--- src/rtl/ps2_keyboard_pkg.sv ---
// Shared definitions for the PS/2 keyboard port: register map, STATUS bit
// positions and the receive frame states.
package ps2_keyboard_pkg;

    localparam logic [15:0] REG_DATA   = 16'd0;
    localparam logic [15:0] REG_STATUS = 16'd1;

    localparam int unsigned ST_NONEMPTY = 0;
    localparam int unsigned ST_OVF      = 1;
    localparam int unsigned ST_PERR     = 2;
    localparam int unsigned ST_FERR     = 3;
    localparam int unsigned ST_FULL     = 4;
    localparam int unsigned ST_IE       = 7;

    typedef enum logic [1:0] {
        IDLE,
        DATA,
        PARITY,
        STOP
    } rx_state_t;

endpackage

--- src/rtl/ps2_keyboard_if.sv ---
// CPU-side I/O bus of the PS/2 keyboard port.
interface ps2_keyboard_if;
    logic [15:0] address;
    logic [7:0]  data_o;
    logic        we;
    logic        read;
    logic [7:0]  dout;
    logic        hit;
    logic        intr;

    modport master (
        output address, data_o, we, read,
        input  dout, hit, intr
    );

    modport slave (
        input  address, data_o, we, read,
        output dout, hit, intr
    );
endinterface

--- src/rtl/ps2_rx_frame.sv ---
// PS/2 device-to-host deframer: input synchronizer, clock glitch filter,
// 11-bit frame FSM with inactivity timeout.
module ps2_rx_frame
    import ps2_keyboard_pkg::*;
#(
    parameter int unsigned FILTER  = 8,
    parameter int unsigned TIMEOUT = 2500
) (
    input  logic       clock_25,
    input  logic       reset_n,
    input  logic       ps2_clk,
    input  logic       ps2_dat,
    output logic       byte_valid,
    output logic [7:0] rx_byte,
    output logic       perr,
    output logic       ferr
);

    localparam int unsigned FW = $clog2(FILTER + 1);
    localparam int unsigned TW = $clog2(TIMEOUT + 1);

    logic [1:0]    sync_clk, sync_dat;
    logic          filt_clk;
    logic [FW-1:0] filt_cnt;
    logic          fall, dat;

    rx_state_t     state, state_n;
    logic [7:0]    shift, shift_n;
    logic [2:0]    bitcnt, bitcnt_n;
    logic          par, par_n;
    logic [TW-1:0] tmo, tmo_n;
    logic          valid_n, perr_n, ferr_n;

    assign dat  = sync_dat[1];
    // The filtered clock flips on the FILTER-th consecutive differing sample;
    // a falling edge is recognised in that same cycle.
    assign fall = filt_clk && !sync_clk[1] && (filt_cnt == FW'(FILTER - 1));

    always_ff @(posedge clock_25) begin
        if (!reset_n) begin
            sync_clk <= '1;
            sync_dat <= '1;
            filt_clk <= 1'b1;
            filt_cnt <= '0;
        end else begin
            sync_clk <= {sync_clk[0], ps2_clk};
            sync_dat <= {sync_dat[0], ps2_dat};
            if (sync_clk[1] != filt_clk) begin
                if (filt_cnt == FW'(FILTER - 1)) begin
                    filt_clk <= sync_clk[1];
                    filt_cnt <= '0;
                end else begin
                    filt_cnt <= filt_cnt + FW'(1);
                end
            end else begin
                filt_cnt <= '0;
            end
        end
    end

    always_ff @(posedge clock_25) begin
        if (!reset_n) begin
            state      <= IDLE;
            shift      <= '0;
            bitcnt     <= '0;
            par        <= 1'b0;
            tmo        <= '0;
            byte_valid <= 1'b0;
            rx_byte    <= '0;
            perr       <= 1'b0;
            ferr       <= 1'b0;
        end else begin
            state      <= state_n;
            shift      <= shift_n;
            bitcnt     <= bitcnt_n;
            par        <= par_n;
            tmo        <= tmo_n;
            byte_valid <= valid_n;
            rx_byte    <= shift;
            perr       <= perr_n;
            ferr       <= ferr_n;
        end
    end

    always_comb begin
        state_n  = state;
        shift_n  = shift;
        bitcnt_n = bitcnt;
        par_n    = par;
        tmo_n    = '0;
        valid_n  = 1'b0;
        perr_n   = 1'b0;
        ferr_n   = 1'b0;
        if (state == IDLE) begin
            if (fall && !dat) begin
                state_n  = DATA;
                bitcnt_n = '0;
            end
        end else if (!fall) begin
            tmo_n = tmo + TW'(1);
            if (tmo == TW'(TIMEOUT - 1)) begin
                state_n = IDLE;
                ferr_n  = 1'b1;
                tmo_n   = '0;
            end
        end else begin
            case (state)
                DATA: begin
                    shift_n  = {dat, shift[7:1]};
                    bitcnt_n = bitcnt + 3'd1;
                    if (bitcnt == 3'd7) state_n = PARITY;
                end
                PARITY: begin
                    par_n   = dat;
                    state_n = STOP;
                end
                STOP: begin
                    state_n = IDLE;
                    if (!dat)                ferr_n  = 1'b1;
                    else if (^{shift, par})  valid_n = 1'b1;
                    else                     perr_n  = 1'b1;
                end
                default: state_n = IDLE;
            endcase
        end
    end

endmodule

--- src/rtl/ps2_keyboard.sv ---
// PS/2 keyboard CPU port: scan-code FIFO, DATA/STATUS register decode and
// level interrupt request.
module ps2_keyboard
    import ps2_keyboard_pkg::*;
#(
    parameter logic [15:0] BASE    = 16'h0030,
    parameter int unsigned DEPTH   = 8,
    parameter int unsigned FILTER  = 8,
    parameter int unsigned TIMEOUT = 2500
) (
    input  logic           clock_25,
    input  logic           reset_n,
    input  logic           ps2_clk,
    input  logic           ps2_dat,
    ps2_keyboard_if.slave  bus
);

    localparam int unsigned AW = $clog2(DEPTH);
    localparam int unsigned CW = AW + 1;
    localparam logic [15:0] ADDR_DATA   = BASE + REG_DATA;
    localparam logic [15:0] ADDR_STATUS = BASE + REG_STATUS;

    logic          rx_valid, rx_perr, rx_ferr;
    logic [7:0]    rx_byte;
    logic [7:0]    mem [DEPTH];
    logic [AW-1:0] wr_ptr, rd_ptr;
    logic [CW-1:0] count;
    logic          empty, full, push, pop, wr_st, sel_data, sel_status;
    logic          ovf, perr, ferr, ie;
    logic [7:0]    status;

    ps2_rx_frame #(
        .FILTER  (FILTER),
        .TIMEOUT (TIMEOUT)
    ) u_rx (
        .clock_25   (clock_25),
        .reset_n    (reset_n),
        .ps2_clk    (ps2_clk),
        .ps2_dat    (ps2_dat),
        .byte_valid (rx_valid),
        .rx_byte    (rx_byte),
        .perr       (rx_perr),
        .ferr       (rx_ferr)
    );

    assign sel_data   = (bus.address == ADDR_DATA);
    assign sel_status = (bus.address == ADDR_STATUS);
    assign empty      = (count == '0);
    assign full       = (count == CW'(DEPTH));
    assign pop        = bus.read && sel_data && !empty;
    // A pop in the same cycle frees the slot, so a full FIFO still accepts.
    assign push       = rx_valid && (!full || pop);
    assign wr_st      = bus.we && sel_status;

    always_ff @(posedge clock_25) begin
        if (push) mem[wr_ptr] <= rx_byte;
    end

    always_ff @(posedge clock_25) begin
        if (!reset_n) begin
            wr_ptr <= '0;
            rd_ptr <= '0;
            count  <= '0;
            ovf    <= 1'b0;
            perr   <= 1'b0;
            ferr   <= 1'b0;
            ie     <= 1'b0;
        end else begin
            if (push) wr_ptr <= wr_ptr + AW'(1);
            if (pop)  rd_ptr <= rd_ptr + AW'(1);
            if (push && !pop)      count <= count + CW'(1);
            else if (pop && !push) count <= count - CW'(1);
            ovf  <= (rx_valid && full && !pop) || (ovf  && !(wr_st && bus.data_o[ST_OVF]));
            perr <= rx_perr || (perr && !(wr_st && bus.data_o[ST_PERR]));
            ferr <= rx_ferr || (ferr && !(wr_st && bus.data_o[ST_FERR]));
            if (wr_st) ie <= bus.data_o[ST_IE];
        end
    end

    always_comb begin
        status              = '0;
        status[ST_NONEMPTY] = !empty;
        status[ST_OVF]      = ovf;
        status[ST_PERR]     = perr;
        status[ST_FERR]     = ferr;
        status[ST_FULL]     = full;
        status[ST_IE]       = ie;
    end

    always_comb begin
        bus.dout = '0;
        if (sel_data && !empty) bus.dout = mem[rd_ptr];
        else if (sel_status)    bus.dout = status;
    end

    assign bus.hit  = sel_data || sel_status;
    assign bus.intr = ie && !empty;

endmodule

--- src/flat_wrapper.sv ---
// flat-port wrapper written by rule: the top's interface ports become plain ports
module ps2_keyboard_flat import ps2_keyboard_pkg::*;
#(
    parameter logic [15:0] BASE    = 16'h0030,
    parameter int unsigned DEPTH   = 8,
    parameter int unsigned FILTER  = 8,
    parameter int unsigned TIMEOUT = 2500
)
  (clock_25, reset_n, ps2_clk, ps2_dat, bus_address, bus_data_o, bus_we, bus_read, bus_dout, bus_hit, bus_intr);
  ps2_keyboard_if bus_i ();
  input  logic clock_25;
  input  logic reset_n;
  input  logic ps2_clk;
  input  logic ps2_dat;
  input wire logic [$bits(bus_i.address)-1:0] bus_address;
  input wire logic [$bits(bus_i.data_o)-1:0] bus_data_o;
  input wire logic [$bits(bus_i.we)-1:0] bus_we;
  input wire logic [$bits(bus_i.read)-1:0] bus_read;
  output wire logic [$bits(bus_i.dout)-1:0] bus_dout;
  output wire logic [$bits(bus_i.hit)-1:0] bus_hit;
  output wire logic [$bits(bus_i.intr)-1:0] bus_intr;
  assign bus_i.address = bus_address;
  assign bus_i.data_o = bus_data_o;
  assign bus_i.we = bus_we;
  assign bus_i.read = bus_read;
  assign bus_dout = bus_i.dout;
  assign bus_hit = bus_i.hit;
  assign bus_intr = bus_i.intr;
  ps2_keyboard #(.BASE(BASE), .DEPTH(DEPTH), .FILTER(FILTER), .TIMEOUT(TIMEOUT)) u_core (.clock_25(clock_25), .reset_n(reset_n), .ps2_clk(ps2_clk), .ps2_dat(ps2_dat), .bus(bus_i));
endmodule
--- config.mk ---
export PLATFORM = sky130hd
export DESIGN_NAME = ps2_keyboard_flat
export DESIGN_NICKNAME = d
export VERILOG_FILES = /design/src/rtl/ps2_keyboard_pkg.sv /design/src/rtl/ps2_keyboard_if.sv /design/src/rtl/ps2_rx_frame.sv /design/src/rtl/ps2_keyboard.sv /design/src/flat_wrapper.sv
export SDC_FILE = /design/constraint.sdc
export NUM_CORES = 1
export LEC_CHECK = 0
export CAP_MARGIN = 20
export CORE_MARGIN = 10
export CORE_UTILIZATION = 45
export DETAILED_ROUTE_END_ITERATION = 16
export PLACE_DENSITY = 0.66
export REMOVE_ABC_BUFFERS = 1
export SLEW_MARGIN = 5
export SYNTH_ARGS = -nofsm -noshare
export SYNTH_HDL_FRONTEND = slang
export SYNTH_SLANG_ARGS = --single-unit
--- constraint.sdc ---
create_clock -name clock_25 -period 3.4 [get_ports clock_25]
set_input_delay 0.34 -clock clock_25 [delete_from_list [all_inputs] [get_ports clock_25]]
set_output_delay 0.34 -clock clock_25 [all_outputs]
set_load 0.01 [all_outputs]
======== Word-level counts from Yosys, hierarchy flattened ========
Memories as Yosys holds them, arrays and structs flattened. A register that Yosys moved wholly into a read port is not among the register bits.
Index checks and enable logic that the tools add are counted.
operators by class
  bitwise logic cells ..................... 6
  eq/ne operators ......................... 12
  add/sub/neg operators ................... 7
  mux-type cells .......................... 24
  reduce and logical (&&, ||, !) cells .... 49
operators with widths
  cell                                             count
  == test 16 x 6 -> 1 bit (second input constant)  2
  logical AND 1 bit                                19
  2-to-1 mux 3 bit                                 6
  2-to-1 mux 8 bit                                 2
  adder 12 x 1 -> 12 bit (second input constant)   1
  == test 12 bit (second input constant)           1
  AND reduction 3 bit                              4
  2-to-1 mux 2 bit                                 5
  adder 3 x 1 -> 3 bit (second input constant)     3
  zero test 1 bit                                  9
  parity 9 bit                                     1
  adder 4 x 1 -> 4 bit (second input constant)     2
  2-to-1 mux 1 bit                                 8
  2-to-1 mux 4 bit                                 2
  NOT 1 bit                                        6
  nonzero test 2 bit                               3
  logical OR 1 bit                                 5
  OR reduction 5 bit                               1
  == test 2 bit (second input constant)            2
  == test 4 x 3 -> 1 bit (second input constant)   1
  == test 4 bit (second input constant)            1
  zero test 4 bit                                  1
  inequality test 4 bit (second input constant)    1
  one-hot mux 2 bit (2 select lines)               1
  11 further kinds                                 11
storage, ports and cells
  bits in registers ....................... 60
  input bits .............................. 30
  memory bits (writable) .................. 64
  memories ................................ 1
memories
  memory      words  bits a word  rd ports  clocked after memory_dff  wr ports  line                text
  u_core.mem  8      8            1         1                         1         ps2_keyboard.sv:25  logic [7:0] mem [DEPTH];

======== Longest topological paths before layout ========
Gate-level depths: netlist of run 1.
  depth in word-level cells ............... 9
  depth in mapped cells ................... 10
  depth with buffers taken out ............ 10

======== Modules after synthesis ========
From an unflattened synthesis of run 1, not the netlist that was laid out.
unflattened totals
  cells, all modules ...................... 415
  area total of the unflattened synthesis .. 5370.2 sq um
by module, submodules not included
  module        instances  seq. area each (sq um)  cells each  area each (sq um)
  ps2_keyboard  1          2262.2                  225         3495.9
  ps2_rx_frame  1          920.9                   190         1874.3

======== Least setup slack after synthesis of run 1 ========
No wires, ideal clock.
  kind .................................... register to register
  from .................................... reg u_core.count[0]
  to ...................................... reg u_core.count[3]
  slack ................................... 0.906 ns
  data required time ...................... 3.328 ns
  path buffers ............................ 0
  cell stages (with the launch flop) ...... 11
  library setup time ...................... 0.072 ns
  data arrival time ....................... 2.422 ns
  cell sequence ........................... dfxtp_1 -> or4b_1 -> nand2_1 -> o31ai_4 -> ha_1 -> inv_1 -> ha_1 -> a21o_1 -> a21oi_1 -> mux2i_1 -> mux2i_1
between the ends
  cells in the longest elaborated chain, start to end .. 8
  elaborated cells on any way between the ends .. 16
  classes of those cells .................. 2 x add/sub; 1 x eq/ne; 2 x mux; 11 x reduce/logical
RTL lines
  what                                 line                text
  start, declared                      ps2_keyboard.sv:27  logic [CW-1:0] count;
  start signal, assigned               ps2_keyboard.sv:71  if (push && !pop) count <= count + CW'(1);
  start signal, assigned               ps2_keyboard.sv:72  else if (pop && !push) count <= count - CW'(1);
  zero test 4 bit                      ps2_keyboard.sv:48  assign empty = (count == '0);
  zero test 1 bit                      ps2_keyboard.sv:50  assign pop = bus.read && sel_data && !empty;
  logical AND 1 bit                    ps2_keyboard.sv:50
  logical OR 1 bit (*)                 ps2_keyboard.sv:52  assign push = rx_valid && (!full || pop);
  logical AND 1 bit (*)                ps2_keyboard.sv:52
  net u_core.push                      ps2_keyboard.sv:28  logic empty, full, push, pop, wr_st, sel_data, sel_status;
  zero test 1 bit                      ps2_keyboard.sv:72
  logical AND 1 bit                    ps2_keyboard.sv:72
  nonzero test 2 bit (no source line)  -
The timed path passes the listed nets; every way through them passes the cells marked *. The select of a mux whose other input is x is not followed.
A chain may end at the register's enable or synchronous reset.

======== Final worst setup path of run 1 ========
  from .................................... in bus_address[1]
  to ...................................... out bus_dout[4]
between the ends
  cells in the longest elaborated chain, start to end .. 3
  elaborated cells on any way between the ends .. 5
  classes of those cells .................. 2 x eq/ne; 2 x mux; 1 x reduce/logical
RTL lines
  what                                                          line                                    text
  start, declared                                               flat_wrapper.sv:15                      input wire logic [$bits(bus_i.address)-1:0] bus_address;
  == test 16 x 6 -> 1 bit (on tied branches)                    ps2_keyboard.sv:47, ps2_keyboard.sv:46
  2-to-1 mux 8 bit / logical AND 1 bit (equally long branches)  ps2_keyboard.sv:93, ps2_keyboard.sv:92
  2-to-1 mux 8 bit (*)                                          ps2_keyboard.sv:92                      if (sel_data && !empty) bus.dout = mem[rd_ptr];
  end, declared                                                 flat_wrapper.sv:19                      output wire logic [$bits(bus_i.dout)-1:0] bus_dout;
Every way passes the cells marked *; elsewhere a longest branch is shown, timed or not.

==> impl_metrics.ini, run 1 <==
[route]
routed_via_density = 5.29
routed-wl-met2_mm = 4.72
drt-wirelength-per-cell_um = 15.9
final_antenna_net_count = 0
wl_met3_um = 569
via_count = 3311
routed_wl_mm = 9.97
detailedRoute.firstPassIterationCount = 6
highest-signal-layer = met4
detail_route.iter0.violations = 137
route.layer.met1.wl_mm = 4.54
drc = 0

[critical_path]
timing.critical_path.required_ps = 3060
cp_cell_sequence = clkdlybuf4s50_1, nor4_4, nand4b_2, buf_4, nand3b_1, o32ai_1, clkdlybuf4s50_1
crit_fanout = 7
crit_path_frequent_cell = sky130_fd_sc_hd__clkdlybuf4s50_1
critPathArrivalTime_ps = 2650
max_stage_delay_ps = 600
path_class = input port to output pin
worstSetupEndpointType = output pin
critical-path-slowest-cell = sky130_fd_sc_hd__clkdlybuf4s50_1
critPathLaunchType = input port

[power_and_ir_drop]
pwr_cell_area_nw_per_um2 = 517
p_leak_uw = 0.00227
vdd.ir_drop.worst_mv = 0.337
total_power_uw = 3380

[floorplanning]
placement_rows = 40
floorplan.core_area_um2 = 11900
die_width_um = 130
die_area_um2 = 16800
die_y_um = 130
initial_core_util_pct = 45.5
floorplan.io_pins = 40

[placement]
post-dp-hpwl_mm = 6.90
routabilityCongestion = 0.757
place.detailed.instances = 594
dp_worst_setup_slack_ps = 278
port_buffers = 35

[timing]
finalSetupViolCount = 0
grt_setup_unrepaired = no
final_max_slew_viol_count = 0
timing_worst_slew_pin_value_ps = 548
final_critical_path_setup_slack_ps = 405
post-route-min-period_ps = 2990
final_min_period_over_clock_period_pct = 88.1
finalHoldViolations = 0
max_clock_freq_mhz = 334
maxSlewHeadroom_pct = 63.4
worst_clock_skew_ps = 6.41
setup_total_negative_slack_ps = 0

[synthesis]
post_synth_inst_count = 418
synthFlopType = sky130_fd_sc_hd__edfxtp_1
count_of_state_elements_after_synthesis = 127
ys_seq_area_share_pct = 58.7
synthDistinctLibCells = 63
async_reset_ff_share_pct = 0
number_of_synthesis_warnings = 0
mappedNetlistArea_um2 = 5420
mean_instance_size_in_the_synthesized_netlist_um2 = 13.0
synth_enable_flop_cells = 64

[grt]
grt_use_total_pct = 12.7
overflow = 0
first_global_vias = 3405
grt_max_degree = 27
grt_antenna_before_repair = 0
global_route_wire_length_before_repair_mm = 16.8

[min_path]
worst_hold_path_type = flop to flop

[finish]
fillCellCount = 1007
nets = 512
postLayoutCoreUtil_pct = 54.9
diodes = 0
area_growth_syn_to_layout_pct = 20.6
layout.cells.non_filler = 626
drive_gt1_share_pct = 16.1

[clock_network]
cts_post_setup_buffers_inserted = 0
tritoncts = built
clk_pin_slew_worst_paths_ps = 60
clock-root-buffer = sky130_fd_sc_hd__clkbuf_16
clk-insertion-delay-late_ps = 410
cts.repair.resized = 0
numClockSinks = 127
numCtsBuffers = 17
cts_max_level = 4
clk_path_buf_depth = 2
cts_hold_repair.buffers = 0

[job]
drv_cap = 0

[status]
status = completed
-- layout make-up --
type	instances	area, µm²	share of cell area (%)
Sequential cell	127	3180	48.7
Multi-Input combinational cell	257	2090	32.0
Timing Repair Buffer	48	448	6.85
Clock buffer	17	425	6.51
Tap cell	147	184	2.81
Clock inverter	15	148	2.26
Inverter	15	56.3	0.861
-- through the flow --
step,hold slack (ps),instance area (µm²)
after floorplan,386,5330
after global placement,393,5960
after detailed placement,395,5960
after CTS,404,6540
after global routing,435,6540
final,405,6540
-- synth_stat cells (3+ instances only) --
| master | n | area (µm²) |
|---|---|---|
| sky130_fd_sc_hd__mux4_2 | 16 | 360 |
| sky130_fd_sc_hd__nand2b_1 | 8 | 50.1 |
| sky130_fd_sc_hd__nor3_1 | 6 | 30.0 |
| sky130_fd_sc_hd__clkbuf_1 | 6 | 22.5 |
| sky130_fd_sc_hd__a21oi_1 | 18 | 90.1 |
| sky130_fd_sc_hd__nand3b_1 | 5 | 37.5 |
| sky130_fd_sc_hd__mux2i_1 | 17 | 170 |
| sky130_fd_sc_hd__nand3_1 | 8 | 40.0 |
| sky130_fd_sc_hd__o21ai_0 | 5 | 25.0 |
| sky130_fd_sc_hd__ha_1 | 15 | 188 |
| sky130_fd_sc_hd__xor2_1 | 8 | 70.1 |
| sky130_fd_sc_hd__edfxtp_1 | 64 | 1920 |
| sky130_fd_sc_hd__nor2b_1 | 4 | 25.0 |
| sky130_fd_sc_hd__nor4b_2 | 3 | 45.0 |
| sky130_fd_sc_hd__o2bb2ai_1 | 4 | 35.0 |
| sky130_fd_sc_hd__dfxtp_1 | 63 | 1260 |
| sky130_fd_sc_hd__nand2_1 | 35 | 131 |
| sky130_fd_sc_hd__nor2_1 | 32 | 120 |
| sky130_fd_sc_hd__buf_2 | 5 | 25.0 |
| sky130_fd_sc_hd__nand4_1 | 6 | 37.5 |
| sky130_fd_sc_hd__and2_1 | 10 | 62.6 |
| sky130_fd_sc_hd__o31ai_1 | 6 | 45.0 |
| sky130_fd_sc_hd__buf_1 | 5 | 18.8 |
| sky130_fd_sc_hd__inv_1 | 14 | 52.6 |
| sky130_fd_sc_hd__xnor2_1 | 11 | 96.3 |
| sky130_fd_sc_hd__nor4_2 | 3 | 37.5 |
-- state kept, by name, indices dropped and copies added (netlist names), 2 cells and up, named ones only --
register and flops:
u_core.u_rx.rx_byte 8, u_core.count 4, u_core.u_rx.tmo 12, u_core.u_rx.filt_cnt 4, u_core.u_rx.sync_clk 2, u_core.wr_ptr 3, u_core.u_rx.state 2, u_core.mem 64
u_core.u_rx.sync_dat 2, u_core.rd_ptr 3, u_core.u_rx.shift 8, u_core.u_rx.bitcnt 3
-- where the power goes --
group / internal, µW / leakage (µW) / switching, µW
logic: 32.4 / 0.000849 / 24.0
registers: 1600 / 0.00114 / 1.26
clock network: 1030 / 0.000281 / 701
-- metal layers --
| metal | up-vias | GRT usage, % |
|---|---|---|
| met3 | 15 | 4.18 |
| met4 | 0 | 4.96 |
| met5 | - | 0 |
| met1 | 1586 | 15.4 |
| met2 | 75 | 20.7 |
| li1 | 1635 | - |
-- worst paths after layout --
| check | start | end | slack (ps) | cells past startpoint |
|---|---|---|---|---|
| setup / recovery | bus_address[1] | bus_dout[4] | 410 | 7 |
| hold / removal | u_core.u_rx.sync_clk[0]$_SDFF_PN1_ | u_core.u_rx.sync_clk[1]$_SDFF_PN1_ | 400 | 1 |
| setup reg to reg | u_core.count[0]$_SDFFE_PN0P_ | u_core.count[3]$_SDFFE_PN0P_ | 670 | 10 |
| hold reg to reg | u_core.u_rx.sync_clk[0]$_SDFF_PN1_ | u_core.u_rx.sync_clk[1]$_SDFF_PN1_ | 400 | 1 |
-- worst max-delay path: cells and delay by family --
kind / cells / cell delay (ps)
buffers and inverters: 3 / 1220
AND/OR/NAND/NOR: 3 / 860
AO/OA/AOI/OAI: 1 / 240
-- cells by family (layout without fill, tap and decap cells) --
kind of cell	Yosys count	after routing	share of synthesized area (%)
adders and majority gates	16	16	3.83
DFF	127	127	58.7
xor gates and xnor gates	20	20	3.48
buffers and inverters	34	95	2.70
AOI/OAI and AO/OA	48	48	6.09
and+or+nand+nor	140	140	15.4
muxes	33	33	9.78
-- cell usage in the layout, fill, tap and decap left out, types with 10 or more instances in the layout --
master / synthesis / layout
sky130_fd_sc_hd__and2_1: 10 / 10
sky130_fd_sc_hd__dfxtp_1: 63 / 63
sky130_fd_sc_hd__a21oi_1: 18 / 18
sky130_fd_sc_hd__buf_4: 1 / 13
sky130_fd_sc_hd__clkbuf_16: 0 / 17
sky130_fd_sc_hd__inv_1: 14 / 14
sky130_fd_sc_hd__nand2_1: 35 / 35
sky130_fd_sc_hd__xnor2_1: 11 / 11
sky130_fd_sc_hd__mux2i_1: 17 / 17
sky130_fd_sc_hd__mux4_2: 16 / 16
sky130_fd_sc_hd__nor2_1: 32 / 32
sky130_fd_sc_hd__edfxtp_1: 64 / 64
sky130_fd_sc_hd__clkdlybuf4s50_1: 0 / 35
sky130_fd_sc_hd__ha_1: 15 / 15
(Power assumes the default switching activity.)
==> inputs of run 2 (changes only) <==
- CORE_MARGIN: 10 -> default
==> run 2 against run 1 <==
Against the previous run: the run now ends with DRC left; non-clock buffer count shrank 1; global-route usage grew 4.8 points; via count shrank 0.12%; flip-flop and latch count is the same; clock power grew 3%; largest power group unchanged; core utilization grew 1.8 points; critical endpoint is now bus_dout[3]; sequential share of layout area shrank 0.13 points.
==> impl_metrics.ini, run 2 (synthesized netlist as in run 1, its figures left out) <==
[timing]
maxSlewHeadroom_pct = 61.3
setup_total_negative_slack_ps = 0
finalSetupViolCount = 0
post-route-min-period_ps = 2960
finalHoldViolations = 0
final_min_period_over_clock_period_pct = 87.2
final_critical_path_setup_slack_ps = 436
final.hold.worst_slack_ps = 405
worst_clock_skew_ps = 9.94
timing_worst_slew_pin_value_ps = 580
final_max_slew_viol_count = 0
max_clock_freq_mhz = 337
grt_setup_unrepaired = no

[floorplanning]
die_y_um = 112
initial_core_util_pct = 46.9
floorplan.core_area_um2 = 11600
placement_rows = 39
die_area_um2 = 12500
floorplan.io_pins = 40
die_width_um = 112

[critical_path]
timing.rr.start = u_core.count[0]$_SDFFE_PN0P_
worstSetupEndpointType = output pin
rrSetupSlack_ps = 700
timing.reg2reg.worst_path_depth = 10
path_class = input port to output pin
critPathArrivalTime_ps = 2620
crit_fanout = 7
critPathLaunchType = input port
critical_path.reg2reg.endpoint = u_core.count[3]$_SDFFE_PN0P_
timing.critical_path.required_ps = 3060

[route]
detail_route.iter0.violations = 259
routed_wl_mm = 10.1
via_count = 3307
detailedRoute.firstPassIterationCount = 10
drt-wirelength-per-cell_um = 16.3
routed_via_density = 5.33
drc = 4
final_antenna_net_count = 0

[finish]
diodes = 0
postLayoutCoreUtil_pct = 56.7
top_regs = u_core.mem x64, u_core.u_rx.tmo x12
number_of_flip_flops_in_the_largest_register = 64
nets = 511
layout.cells.most_common_list = sky130_fd_sc_hd__edfxtp_1 (64), sky130_fd_sc_hd__dfxtp_1 (63), sky130_fd_sc_hd__nand2_1 (35), sky130_fd_sc_hd__clkdlybuf4s50_1 (35), sky130_fd_sc_hd__nor2_1 (32)
drive_gt1_share_pct = 15.7
top_register = u_core.mem
fillCellCount = 944
area_growth_syn_to_layout_pct = 20.9
layout.cells.non_filler = 621
final_common_cell = sky130_fd_sc_hd__edfxtp_1

[power_and_ir_drop]
power.switching_uw = 682
sequentialPowerShare_pct = 46.3
power_frac_comb_pct = 1.6
vdd.ir_drop.worst_mv = 0.340
p_leak_uw = 0.00229
p_clk_share_pct = 52.0
pwr_cell_area_nw_per_um2 = 526
p_int_uw = 2760
netSwitchingFraction_pct = 19.8

[clock_network]
cts_hold_repair.buffers = 0
tritoncts = built
cts.repair.resized = 0
numCtsBuffers = 17
clk-insertion-delay-late_ps = 420
cts_max_level = 4
clk_path_buf_depth = 2
clk_pin_slew_worst_paths_ps = 50
cts_post_setup_buffers_inserted = 0
clock-root-buffer = sky130_fd_sc_hd__clkbuf_16
numClockSinks = 127

[min_path]
timing.hold.worst_path_depth = 1
worst_hold_startpoint = u_core.u_rx.sync_dat[0]$_SDFF_PN1_
worstHoldEndpoint = u_core.u_rx.sync_dat[1]$_SDFF_PN1_
worst_hold_path_type = flop to flop

[grt]
grt_antenna_before_repair = 0
overflow = 0
grt_use_total_pct = 17.5
grt_max_degree = 28
first_global_vias = 3294
global_route_wire_length_before_repair_mm = 16.5

[placement]
dp_worst_setup_slack_ps = 265
port_buffers = 35
routabilityCongestion = 0.794
post-dp-hpwl_mm = 6.73
place.detailed.instances = 589

[job]
drv_cap = 0

[status]
violations = DRC
status = finished with violations
-- run 2: cell types whose count changed in the layout (fill, tap and decap cells not counted) --
cell,before,now
sky130_fd_sc_hd__buf_4,13,12
sky130_fd_sc_hd__inv_6,7,3
sky130_fd_sc_hd__clkbuf_8,0,2
sky130_fd_sc_hd__clkinvlp_4,1,0
sky130_fd_sc_hd__inv_8,2,0
sky130_fd_sc_hd__clkbuf_16,17,19
sky130_fd_sc_hd__clkinv_2,1,2
sky130_fd_sc_hd__clkbuf_1,0,1
sky130_fd_sc_hd__clkinv_4,2,3
-- run 2: final cells by class --
cell class              count  area, µm²  area share (%)
inverters                  15       56.3           0.859
multi-input cells         257       2090            31.9
repair buffers             47        440            6.72
well taps                 143        179            2.73
clock inverters            10       96.3            1.47
clock buffers              22        507            7.73
flip-flops and latches    127       3180            48.6
-- run 2: worst max path at each step --
stage,startpoint,to,slack [ps],cells after the start
floorplan,u_core.count[0]$_SDFFE_PN0P_,u_core.count[3]$_SDFFE_PN0P_,910,10
global placement,bus_address[9],u_core.count[3]$_SDFFE_PN0P_,300,11
detailed placement,bus_address[1],u_core.count[3]$_SDFFE_PN0P_,260,11
CTS,bus_address[1],bus_dout[2],440,6
global route,bus_address[1],bus_dout[4],280,6
finish,bus_address[9],bus_dout[3],440,6
-- run 2: stage by stage --
step                      power (µW)  instance area, µm²
after floorplan                 1640                5330
after global placement          1690                5950
after detailed placement        1690                5950
after CTS                       3480                6560
after global routing            3550                6560
final                           3450                6560
-- run 2: layer usage --
layer	global-route usage (%)	up-vias	share of wire [%]
met2	28.7	62	49
met5	0	-	0
li1	-	1633	-
met3	5.28	11	3.7
met1	22.2	1601	46
met4	5.68	0	0.96
-- run 2: power by group through the flow --
| stage | Combinational (µW) | Clock, µW | Sequential (µW) |
|---|---|---|---|
| global route | 61.1 | 1890 | 1600 |
| detailed placement | 56.9 | 0 | 1630 |
| finish | 56.5 | 1790 | 1600 |
| global placement | 56.4 | 0 | 1630 |
| floorplan | 13.7 | 0 | 1630 |
| CTS | 57.1 | 1820 | 1600 |
-- run 2: worst max-delay path: stages --
cell and delay (ps):
sky130_fd_sc_hd__clkdlybuf4s50_1 440, sky130_fd_sc_hd__nor4_4 380, sky130_fd_sc_hd__nand4_1 380, sky130_fd_sc_hd__nor2_1 350, sky130_fd_sc_hd__o2bb2ai_1 160, sky130_fd_sc_hd__clkdlybuf4s50_1 570
